<file path="config.mk">
export PLATFORM = sky130hd
export DESIGN_NAME = h_msg_schedule
export DESIGN_NICKNAME = d
export VERILOG_FILES = /design/src/rtl/h_msg_schedule.sv
export SDC_FILE = /design/constraint.sdc
export NUM_CORES = 2
export LEC_CHECK = 0
export CAP_MARGIN = 20
export CORE_UTILIZATION = 53
export DETAILED_ROUTE_END_ITERATION = 16
export PLACE_DENSITY = 0.76
export SYNTH_ARGS = -nofsm -noshare
export SYNTH_HDL_FRONTEND = slang
export SYNTH_SLANG_ARGS = --single-unit
</file>
<file path="constraint.sdc">
create_clock -name clk -period 44.5 [get_ports clk]
set_input_delay 6.675 -clock clk [delete_from_list [all_inputs] [get_ports clk]]
set_output_delay 6.675 -clock clk [all_outputs]
set_load 0.05 [all_outputs]
</file>
<file path="src/rtl/h_msg_schedule.sv">
// rtl/h_msg_schedule.sv - SHA-256/512 message schedule: serial 16-word load, then one W_t per round.
// Optional SHA_SCHED_ZEROIZE_EN clears the shift register and wt on every return to IDLE.
module h_msg_schedule #(
    parameter int DW = 64,
    parameter int NW = 16
) (
    input  logic          clk,
    input  logic          rst,
    input  logic          mode,
    input  logic          abort,
    input  logic          msg_valid,
    input  logic [DW-1:0] msg_data,
    output logic          msg_ready,
    output logic          loaded,
    input  logic          start,
    output logic          round_init,
    output logic          mode_q,
    output logic [DW-1:0] wt,
    output logic          wt_valid,
    output logic          wt_last
);

    localparam int CW = $clog2(NW);

    typedef enum logic [1:0] {IDLE, LOAD, READY, RUN} state_t;

    state_t        state, state_next;
    logic [DW-1:0] w [NW];
    logic [CW-1:0] count;
    logic [6:0]    t;
    logic [6:0]    last_t;
    logic          accept;
    logic          do_shift;
    logic          word_mode;
    logic [DW-1:0] word_in;
    logic [DW-1:0] w_new;
    logic [31:0]   sum32;
    logic [63:0]   sum64;

    function automatic logic [31:0] s0_32(input logic [31:0] x);
        return {x[6:0], x[31:7]} ^ {x[17:0], x[31:18]} ^ (x >> 3);
    endfunction

    function automatic logic [31:0] s1_32(input logic [31:0] x);
        return {x[16:0], x[31:17]} ^ {x[18:0], x[31:19]} ^ (x >> 10);
    endfunction

    function automatic logic [63:0] s0_64(input logic [63:0] x);
        return {x[0], x[63:1]} ^ {x[7:0], x[63:8]} ^ (x >> 7);
    endfunction

    function automatic logic [63:0] s1_64(input logic [63:0] x);
        return {x[18:0], x[63:19]} ^ {x[60:0], x[63:61]} ^ (x >> 6);
    endfunction

    // The first word of a block is stored under the live mode input, later words under the latched one.
    assign word_mode = (state == IDLE) ? mode : mode_q;
    assign word_in   = word_mode ? msg_data : {{(DW-32){1'b0}}, msg_data[31:0]};
    assign last_t    = mode_q ? 7'd79 : 7'd63;

    always_comb begin
        sum64 = s1_64(w[14]) + w[9] + s0_64(w[1]) + w[0];
        sum32 = s1_32(w[14][31:0]) + w[9][31:0] + s0_32(w[1][31:0]) + w[0][31:0];
        w_new = mode_q ? sum64 : {{(DW-32){1'b0}}, sum32};
    end

    always_ff @(posedge clk or posedge rst) begin
        if (rst) begin
            state <= IDLE;
        end else begin
            state <= state_next;
        end
    end

    always_comb begin
        state_next = state;
        accept     = 1'b0;
        round_init = 1'b0;
        do_shift   = 1'b0;
        msg_ready  = (state == IDLE) || (state == LOAD);
        loaded     = (state == READY);
        case (state)
            IDLE: begin
                if (msg_valid && !abort) begin
                    accept     = 1'b1;
                    state_next = LOAD;
                end
            end
            LOAD: begin
                if (msg_valid && !abort) begin
                    accept = 1'b1;
                    if (count == CW'(NW-1)) begin
                        state_next = READY;
                    end
                end
            end
            READY: begin
                if (start && !abort) begin
                    round_init = 1'b1;
                    do_shift   = 1'b1;
                    state_next = RUN;
                end
            end
            RUN: begin
                if (!abort) begin
                    if (t == last_t) begin
                        state_next = IDLE;
                    end else begin
                        do_shift = 1'b1;
                    end
                end
            end
            default: state_next = IDLE;
        endcase
        if (abort) begin
            state_next = IDLE;
        end
    end

    // wt is taken from w[0] in the same edge that shifts the register, so W0 appears one cycle after start.
    always_ff @(posedge clk or posedge rst) begin
        if (rst) begin
            mode_q   <= 1'b0;
            count    <= '0;
            t        <= '0;
            wt       <= '0;
            wt_valid <= 1'b0;
            wt_last  <= 1'b0;
            for (int i = 0; i < NW; i++) begin
                w[i] <= '0;
            end
        end else if (abort) begin
            count    <= '0;
            t        <= '0;
            wt_valid <= 1'b0;
            wt_last  <= 1'b0;
`ifdef SHA_SCHED_ZEROIZE_EN
            wt <= '0;
            for (int i = 0; i < NW; i++) begin
                w[i] <= '0;
            end
`endif
        end else begin
            case (state)
                IDLE: begin
                    if (accept) begin
                        mode_q <= mode;
                        w[0]   <= word_in;
                        count  <= CW'(1);
                    end
                end
                LOAD: begin
                    if (accept) begin
                        w[count] <= word_in;
                        count    <= count + 1'b1;
                    end
                end
                READY: begin
                    if (round_init) begin
                        t        <= '0;
                        wt_valid <= 1'b1;
                        wt_last  <= 1'b0;
                    end
                end
                RUN: begin
                    if (t == last_t) begin
                        t        <= '0;
                        count    <= '0;
                        wt_valid <= 1'b0;
                        wt_last  <= 1'b0;
`ifdef SHA_SCHED_ZEROIZE_EN
                        wt <= '0;
                        for (int i = 0; i < NW; i++) begin
                            w[i] <= '0;
                        end
`endif
                    end else begin
                        t       <= t + 7'd1;
                        wt_last <= ((t + 7'd1) == last_t);
                    end
                end
                default: ;
            endcase
            if (do_shift) begin
                wt <= w[0];
                for (int i = 0; i < NW-1; i++) begin
                    w[i] <= w[i+1];
                end
                w[NW-1] <= w_new;
            end
        end
    end

endmodule

</file>
# After elaboration in Yosys (flattened, before gate mapping)
# Cells that the tools add are included.
[word_totals] register_bits=1104 in_bits=70 out_inout_bits=70 word_cells=122
[op_classes] n_reduce_logical=20 n_lt_le_gt_ge=2 addsub=8 eq_ne=16 n_mux=43 bitwise_logic=10
[op_table] op="two-way mux 1024 bit" count=2
[op_table] op="bitwise mux 1024 bit" count=1
[op_table] op="two-way mux 960 bit" count=1
[op_table] op="demux 64 bit (select 4 bit)" count=1
[op_table] op="two-way mux 64 bit" count=4
[op_table] op="adder 64 bit" count=3
[op_table] op="case mux 64 bit (2 select lines)" count=1
[op_table] op="bitwise XOR 64 bit" count=2
[op_table] op="adder 32 bit" count=3
[op_table] op="bitwise XOR 32 bit" count=2
[op_table] op="bitwise XOR 64 x 57 -> 64 bit" count=1
[op_table] op="bitwise XOR 64 x 58 -> 64 bit" count=1
[op_table] op="bitwise XOR 32 x 22 -> 32 bit" count=1
[op_table] op="bitwise XOR 32 x 29 -> 32 bit" count=1
[op_table] op="two-way mux 7 bit" count=4
[op_table] op="two-way mux 4 bit" count=4
[op_table] op="inequality test 3 x 2 -> 1 bit (second input constant)" count=5
[op_table] op="inequality test 3 bit (second input constant)" count=5
[op_table] op="== test 7 bit" count=2
[op_table] op="case mux 7 bit (2 select lines)" count=1
[op_table] op="two-way mux 1 bit" count=13
[op_table] op="two-way mux 2 bit" count=6
[op_table] op="case mux 4 bit (3 select lines)" count=1
[op_table] op="AND reduction 3 bit" count=3
[op_table] op="22 further kinds" count=31

# Depth between registers and ports, before layout
[logic_depth] ltp_word=9 depth_mapped=18

# Least setup slack after synthesis
# No wires, ideal clock.
[synth_timing] path_kind="input port to output port" from="input start" to="output round_init" required_time_ns=37.825 arrival_time_ns=7.336 setup_slack_ns=30.489 n_path_buf=0 stages=3 path_cell_list="nand2_1 > or2_2 > inv_1"
[synth_between] elab_chain_len=3
[synth_rtl] element="start: declaration" line_no="15" text="input logic start,"
[synth_rtl] element="logical AND 1 bit" line_no="98" text="if (start && !abort) begin"
[synth_rtl] element="two-way mux 1 bit" line_no="98"
[synth_rtl] element="two-way mux 1 bit" line_no="82" text="case (state)"
[synth_rtl] element="end: declaration" line_no="16" text="output logic round_init,"
# Every way passes these cells.

# Final worst setup path
[layout_timing] from="input abort" to="output round_init"
[layout_between] elab_chain_len=4
[layout_rtl] element="start: declaration" line_no="10" text="input logic abort,"
[layout_rtl] element="logical NOT 1 bit"
[layout_rtl] element="logical AND 1 bit" line_no="98"
[layout_rtl] element="two-way mux 1 bit" line_no="98"
[layout_rtl] element="two-way mux 1 bit" line_no="82"
# Every way passes these cells.

==> flow_summary_export.csv <==
group,metric,value,unit
run_status,outcome,"completed",
detailed_routing,drt_pass1_iterations,7,
clock_network,cts_setup_buffers,0,
yosys,syn_nets,7590,
global_routing,antenna_found_initial,8,
timing,drv_slew,0,
critical_path,crit_fanout,13,
detailed_routing,drc,0,
yosys,synth_cell_types,76,
clock_network,clock-sinks,1104,
global_routing,grt_pass1_wl,342.2,mm
critical_path,crit_path_frequent_cell,"clkdlybuf4s50_1",
global_routing,grt.overflow.total,0,
yosys,yosysWarnings,0,
clock_network,cts.clk_slew.worst_paths,0.06,ns
global_routing,grt_max_degree,215,
critical_path,cp.depth,4,
critical_path,crit_slowest_cell,"clkdlybuf4s50_1",
clock_network,insertion_delay,0.76,ns
floorplan,dieArea,0.1198,mm²
detailed_routing,viasPerCell,6.693,
job,drv_cap,0,
detailed_routing,drt-wirelength-per-cell,27.11,µm
final_layout,final_cell_mix,"dfrtp_1 (1103), a21oi_1 (1056), nor2_1 (920)",
clock_network,cts_tree,"yes",
timing,fin_skew,0.04934,ns
timing,min_period_over_period,34.32,%
yosys,synth.avg_cell_area,8.688,µm²
timing,finalSetupViolations,0,
critical_path,cp.required,37.83,ns
place,place_hpwl,149.6,mm
detailed_routing,finalWirelength,230.1,mm
yosys,yosysSeqAreaShare,44.01,%
floorplan,num_io_pins,140,
timing,hold_viol_final,0,
final_layout,area_growth,8.764,%
worst_hold_path,hold_path_class,"reg -> reg",
worst_hold_path,hold_start,"wt[37]",
detailed_routing,vias,56810,
timing,rsz0062_at_grt,"no",
timing,slew_headroom,18.93,%
yosys,syn_inst,7225,
worst_hold_path,hold_path_end,"wt[37]",
worst_hold_path,holdPathStages,2,
final_layout,nNetsFinal,7233,
critical_path,cp_cell_sequence,"clkdlybuf4s50_1 > or2_2 > inv_1 > clkdlybuf4s50_1",
critical_path,path_class,"in -> out",
yosys,synth_edf_count,0,
floorplan,fp.dieW,346.1,µm
floorplan,rows,125,
floorplan,dieHeight,346.1,µm
timing,min_period,15.27,ns
clock_network,cts_hold_buf,0,
yosys,syn_area,0.06277,mm²
critical_path,r2r_end,"w[46]",
place,io_buffers,139,
clock_network,cts_buffers,115,
final_layout,final_layout_size_suffix_gt1_share,5.201,%
critical_path,ff2ff_setup_slack,37.86,ns
global_routing,grt_use_total,37.71,%
critical_path,setup.worst_path.start_class,"input port",
critical_path,cp.arrival,8.60,ns
timing,worst_pin_slew,1.216,ns
yosys,synth_seq_cells,1104,
clock_network,cts_buffer_depth,3,
final_layout,layout_commonest_cell,"dfrtp_1",
floorplan,placeableCoreArea,0.1168,mm²
detailed_routing,initialDrtViolationCount,8801,
place,place_congestion,1.049,
critical_path,cp_top_family,"buffers and inverters",
clock_network,h-tree-depth,3,
critical_path,path_buf_inv,3,
yosys,ys.flop_type,"dfrtp_1",
yosys,ys_async_sr_fraction,100.0,%
clock_network,ctsResizeCount,0,
timing,achievable-frequency,65.48,MHz
detailed_routing,drtAntennaViolNets,0,
clock_network,root_buffer,"clkbuf_16",
critical_path,reg2reg_depth,16,
critical_path,critPathMaxStageDelay,0.79,ns
critical_path,endpoint_kind,"primary output",
critical_path,regToRegStartpoint,"w[79]",
global_routing,grt_pass1_vias,53430,
timing,tns,0,ns
floorplan,start_util,53.73,%
-- cell type report --
type	count	area, µm²
fillers	9968	48560
multi-input cells	5090	31350
diodes	4	10.01
repair buffers	241	2325
flip-flops and latches	1104	27630
inverters	316	1194
clock inverters	47	496.7
clock buffers	162	3368
well taps	1524	1907
-- Yosys cell counts, types with 10 or more instances --
cell	instances	share of area, %
o22ai_1	494	4.9
fa_1	188	6.0
and3_1	53	0.53
and2_1	15	0.15
o211ai_1	11	0.13
nand2_1	238	1.4
nor3_1	99	0.79
o21bai_1	23	0.28
nor2_1	934	5.6
nor2b_1	12	0.12
xor2_1	148	2.1
clkbuf_1	601	3.6
nand4_1	23	0.23
xnor2_1	287	4.0
dfrtp_1	1104	44
o21a_1	12	0.14
ha_1	107	2.1
o21ai_0	613	4.9
o221ai_1	14	0.20
inv_1	316	1.9
a211oi_1	76	0.91
a21o_1	46	0.55
a22oi_1	51	0.61
buf_1	12	0.072
a31oi_1	19	0.19
nand3_1	440	3.5
nand2b_1	10	0.10
o31ai_1	11	0.13
buf_2	101	0.81
a21oi_1	1057	8.4
-- cell families after synthesis --
logic type / count (synthesis) / synth area share, %
mux: 12 / 0.2033
fa+ha+maj: 295 / 8.129
xor+xnor: 435 / 6.069
compound gates: 2492 / 22.38
simple gates: 1856 / 12.83
buf+inv: 1031 / 6.378
flops: 1104 / 44.01
-- metal layers --
| layer | up-vias | share of wire [%] | GRT usage, % |
|---|---|---|---|
| li1 | 24310 | - | - |
| met5 | - | 0.049 | 0 |
| met3 | 701 | 17 | 16.54 |
| met2 | 4104 | 40 | 50.94 |
| met4 | 12 | 4.9 | 16.62 |
| met1 | 27680 | 38 | 52.00 |
-- worst max-delay path by stage --
stage	from	end	slack, ns
global route	abort	round_init	29.16
global placement	abort	round_init	29.23
detailed placement	abort	round_init	29.23
finish	abort	round_init	29.23
CTS	abort	round_init	29.22
floorplan	rst	count[0]	6.74
-- registers in the layout (all words and copies together) (netlist names) --
signal	cells
count	4
mode_q	1
state	2
t	7
w	1024
wt	64
wt_last	1
wt_valid	1
-- stage by stage --
step | util (%) | hold slack [ns] | cells | setup slack (ns) | area [µm²]
after floorplan | - | 0.4447 | 7225 | 6.740 | 62770
after global placement | 54.98 | 0.4560 | 8269 | 29.23 | 64240
after detailed placement | 54.98 | 0.4680 | 8269 | 29.23 | 64240
after CTS | 58.29 | 0.4817 | 8478 | 29.22 | 68100
after global routing | 58.43 | 0.4983 | 8484 | 29.16 | 68260
final | 58.44 | 0.4725 | 8488 | 29.23 | 68270
-- worst min-delay path: cells and delay by family, from the launching register on --
kind | cells | cell delay, ns
flops | 1 | 0.34
compound gates | 1 | 0.05
simple gates | 1 | 0.04
Power is left out: the tool's default activity adds up to more than one toggle a clock period on the data nets, which glitch-free logic cannot reach.
